--- src/rtl/fifo_frame_parser.sv ---
// Frame parser that sits on a FIFO read port. It hunts for SYNC_BYTE, reads LEN,
// forwards LEN payload bytes through a one-deep output register and checks the XOR checksum.
module fifo_frame_parser #(
  parameter int                    DATA_WIDTH = 8,
  parameter logic [DATA_WIDTH-1:0] SYNC_BYTE  = 8'hA5,
  parameter int                    MAX_LEN    = 15
) (
  input  logic                  clock,
  input  logic                  reset,
  input  logic                  read_empty,
  input  logic [DATA_WIDTH-1:0] read_data,
  output logic                  read_next,
  output logic [DATA_WIDTH-1:0] out_data,
  output logic                  out_valid,
  input  logic                  out_ready,
  output logic                  out_last,
  output logic                  frame_ok,
  output logic                  frame_error,
  output logic [7:0]            error_count
);

  localparam int                    CNT_W     = $clog2(MAX_LEN + 1);
  localparam logic [DATA_WIDTH-1:0] MAX_LEN_B = DATA_WIDTH'(MAX_LEN);

  typedef enum logic [1:0] {HUNT, LEN, PAYLOAD, CHECK} state_t;

  state_t                state;
  logic [CNT_W-1:0]      count;
  logic [DATA_WIDTH-1:0] xor_acc;
  logic                  consume;

  // NOTE: read_next is a pure combinational function of registered state and
  // inputs, so the FIFO sees the pop request in the same cycle it presents data.
  always_comb begin
    consume   = (state == PAYLOAD) ? (~out_valid | out_ready) : 1'b1;
    read_next = ~reset & ~read_empty & consume;
  end

  // NOTE: all sequential state uses non-blocking assignments so every branch
  // below sees the pre-edge values of state, count and xor_acc.
  always_ff @(posedge clock) begin
    if (reset) begin
      state       <= HUNT;
      count       <= '0;
      xor_acc     <= '0;
      out_data    <= '0;
      out_valid   <= 1'b0;
      out_last    <= 1'b0;
      frame_ok    <= 1'b0;
      frame_error <= 1'b0;
      error_count <= '0;
    end else begin
      frame_ok    <= 1'b0;
      frame_error <= 1'b0;

      // The output register drains independently of what the parser is doing.
      if (out_valid && out_ready) begin
        out_valid <= 1'b0;
        out_last  <= 1'b0;
      end

      if (read_next) begin
        unique case (state)
          HUNT: begin
            if (read_data == SYNC_BYTE) state <= LEN;
          end
          LEN: begin
            xor_acc <= '0;
            if (read_data > MAX_LEN_B) begin
              frame_error <= 1'b1;
              if (error_count != 8'hFF) error_count <= error_count + 8'd1;
              state <= HUNT;
            end else if (read_data == '0) begin
              state <= CHECK;
            end else begin
              count <= CNT_W'(read_data);
              state <= PAYLOAD;
            end
          end
          PAYLOAD: begin
            out_data  <= read_data;
            out_valid <= 1'b1;
            out_last  <= (count == CNT_W'(1));
            xor_acc   <= xor_acc ^ read_data;
            count     <= count - CNT_W'(1);
            if (count == CNT_W'(1)) state <= CHECK;
          end
          CHECK: begin
            if (read_data == xor_acc) begin
              frame_ok <= 1'b1;
            end else begin
              frame_error <= 1'b1;
              if (error_count != 8'hFF) error_count <= error_count + 8'd1;
            end
            state <= HUNT;
          end
          default: state <= HUNT;
        endcase
      end
    end
  end

endmodule

--- config.mk ---
export PLATFORM = sky130hd
export DESIGN_NAME = fifo_frame_parser
export DESIGN_NICKNAME = d
export VERILOG_FILES = /design/src/rtl/fifo_frame_parser.sv
export SDC_FILE = /design/constraint.sdc
export NUM_CORES = 1
export LEC_CHECK = 0
export ABC_AREA = 0
export CAP_MARGIN = 10
export CORE_ASPECT_RATIO = 0.7
export CORE_MARGIN = 2
export CORE_UTILIZATION = 25
export DETAILED_ROUTE_END_ITERATION = 8
export GPL_ROUTABILITY_DRIVEN = 0
export GPL_TIMING_DRIVEN = 0
export RECOVER_POWER = 25
export SLEW_MARGIN = 20
export SYNTH_ARGS = -nofsm -noshare
export SYNTH_HDL_FRONTEND = slang
export SYNTH_SLANG_ARGS = --single-unit
--- constraint.sdc ---
create_clock -name clock -period 5 [get_ports clock]
set_input_delay 1.25 -clock clock [delete_from_list [all_inputs] [get_ports clock]]
set_output_delay 1.25 -clock clock [all_outputs]
set_load 0.01 [all_outputs]
==> reports/results.ini, run 1 <==
[finish]
antennaDiodeCount = 0
layout_common_cells = dfxtp_1 (34), nor2_1 (28), clkdlybuf4s50_1 (18)
final_nets = 269
drive_above_1_share = 0.0640
area_growth_pct = 29.3
final_common_cell = dfxtp_1
final_util = 0.338
final_cells = 344

[yosys]
yosysSeqAreaShare = 0.382
synth.distinct_cells = 41
async_reset_ff_frac = 0
synth_cells = 211
synth_seq_cells = 34
syn_avg_cell_area_um2 = 8.45
syn_area_um2 = 1780
synth_warnings = 0
synth_edf_count = 0
synth-main-ff-cell = dfxtp_1
syn_nets = 231

[power_and_ir_drop]
p_int_uw = 394
seqPwrFrac = 0.520
power.total_uw = 520
p_switching_uw = 127
p_sw_frac = 0.243
combPwrFrac = 0.058
power.leakage_nw = 0.910
irDropWorstVdd_uv = 100
pwr-share-clk = 0.421
p_per_area_nw_per_um2 = 226

[min_path]
hold_path.class = reg -> reg

[clock_network]
cts-hold-fix-buffers = 0
path_clk_slew_ps = 70
clkLatencyLatePin_ps = 290
cts_tree = built
root_buffer = clkbuf_8
cts_num_sinks = 34
post_cts_buffers = 0
ctsResizeCount = 0
numCtsBuffers = 5
cts_max_path_buffers = 2
htreeDepth = 2

[grt]
grt_max_degree = 12
grt_pass1_vias = 1576
overflow = 0
grt_pass1_wl_mm = 7.58
grt_usage = 0.124
antenna_found_initial = 0

[setup_path]
rr_worst_depth = 7
cp_max_fo = 6
worst-setup-path-type = in -> out
crit_arrival_ps = 2930
timing.critical_path.from = reset
cp_data_required_time_ps = 3750
cp-start-kind = primary input
rr_startpoint = state[0]
cp-endpoint = read_next
reg2reg_slack_ps = 2850
end_kind = output pin
r2r-end = error_count[5]

[sta]
fin_crit_ps = 4180
skew_ps = 7.04
rsz0062_at_grt = no
period_share = 0.835
max_clock_freq_mhz = 239
worst_pin_slew_ps = 705
final_max_slew_viol_count = 0
slew_headroom = 0.526
holdWs_ps = 491
hold_violations = 0
setup_viol = 0
fin_setup_tns_ps = 0

[floorplan]
initial_core_util = 0.261
io_pins = 33
core_um2 = 6820
die_area_um2 = 7830
die_w_um = 105
rows = 25
die_h_um = 74.7

[routing]
viasPerCell = 4.91
avgRoutedWirePerCell_um = 13.5
drt-pass1-iter-count = 4
drc = 0
drt_wl_total_mm = 4.63
drtAntennaViolNets = 0
via_count = 1688
drtIter0Drc = 96

[placement]
dp_cells = 336
dp_hpwl_mm = 3.42
port_buffers = 31

[status]
status = finished clean

[job]
maxCapViolations = 0

-- layer usage --
metal / vias to the layer above / wire, µm / share of wire / track usage
met1: 795 / 2240 / 0.48 / 0.167
met5: - / 0 / 0 / 0
li1: 832 / - / - / -
met4: 0 / 78 / 0.017 / 0.0593
met3: 8 / 289 / 0.062 / 0.0268
met2: 53 / 2030 / 0.44 / 0.194
-- Yosys cell counts, types with 6 or more instances --
cell,count,area (µm²)
nand4_1,6,37.5
dfxtp_1,34,681
nor2_1,28,105
a21oi_1,13,65.1
xor2_1,8,70.1
mux2i_1,10,100
ha_1,8,100
nand3b_1,8,60.1
nand2_1,13,48.8
nand3_1,7,35.0
o21ai_0,15,75.1
inv_1,8,30.0
-- worst min-delay path by stage --
stage	from	cells past startpoint	endpoint
finish	error_count[5]	1	error_count[5]
global route	error_count[5]	1	error_count[5]
CTS	error_count[5]	1	error_count[5]
detailed placement	error_count[5]	1	error_count[5]
global placement	error_count[5]	1	error_count[5]
floorplan	count[1]	2	count[1]
-- critical path, cell delays in order --
cell and delay [ps]:
clkdlybuf4s50_1 500, nor2_2 260, nand2_1 140, inv_1 190
clkdlybuf4s50_1 580
-- state kept, by name (all words and copies together), names as in the netlist, named ones only --
signal and cells:
frame_error 1, out_valid 1, xor_acc 8, error_count 8, frame_ok 1, count 4
state 1, out_last 1, out_data 8
-- power by group through the flow --
stage,clock [mW],combinational [mW],sequential [mW]
2_1_floorplan,0,0.0112,0.277
3_3_place_gp,0,0.0305,0.277
3_5_place_dp,0,0.0302,0.277
4_1_cts,0.223,0.0304,0.271
5_1_grt,0.236,0.0329,0.271
6_report,0.219,0.0304,0.271
-- cells by family (layout without fill, tap and decap cells) --
kind of cell / count (synthesis) / count (layout) / share of synthesized area
adder cells (fa/ha/maj): 8 / 8 / 0.0561
flip-flops: 34 / 34 / 0.382
multiplexers: 11 / 11 / 0.0625
AND/OR/NAND/NOR: 89 / 89 / 0.267
buffers and inverters: 15 / 54 / 0.0365
AO/OA/AOI/OAI: 46 / 46 / 0.156
XOR/XNOR: 8 / 8 / 0.0393
-- through the flow --
stage          setup WS, ps  cell area [µm²]
2_1_floorplan          2100             1780
5_1_grt                 718             2310
3_3_place_gp            822             2210
4_1_cts                 822             2310
3_5_place_dp            822             2210
6_report                824             2310
-- layout make-up --
cell class,instances,area (µm²)
Buffer,7,35.0
Inverter,8,30.0
Tap cell,94,118
Timing Repair Buffer,31,310
Fill cell,740,4510
Multi-Input combinational cell,162,1040
Clock inverter,2,12.5
Sequential cell,34,681
Clock buffer,6,82.6
Note: power is estimated with default switching activity, not from simulation.
==> run 2, diff against run 1 <==
Clock period 5 ns to 4.3 ns, I/O delays scaled along.
==> results of run 2 <==
Same layout as run 1 (identical final DEF). Status: finished clean.
Among the figures that moved: setup slack after placement 822 ps -> 472 ps; setup slack after layout 824 ps -> 474 ps; register-to-register setup slack 2850 ps -> 2150 ps; total power 0.520 mW -> 0.605 mW; worst IR drop on VDD 100 µV -> 116 µV
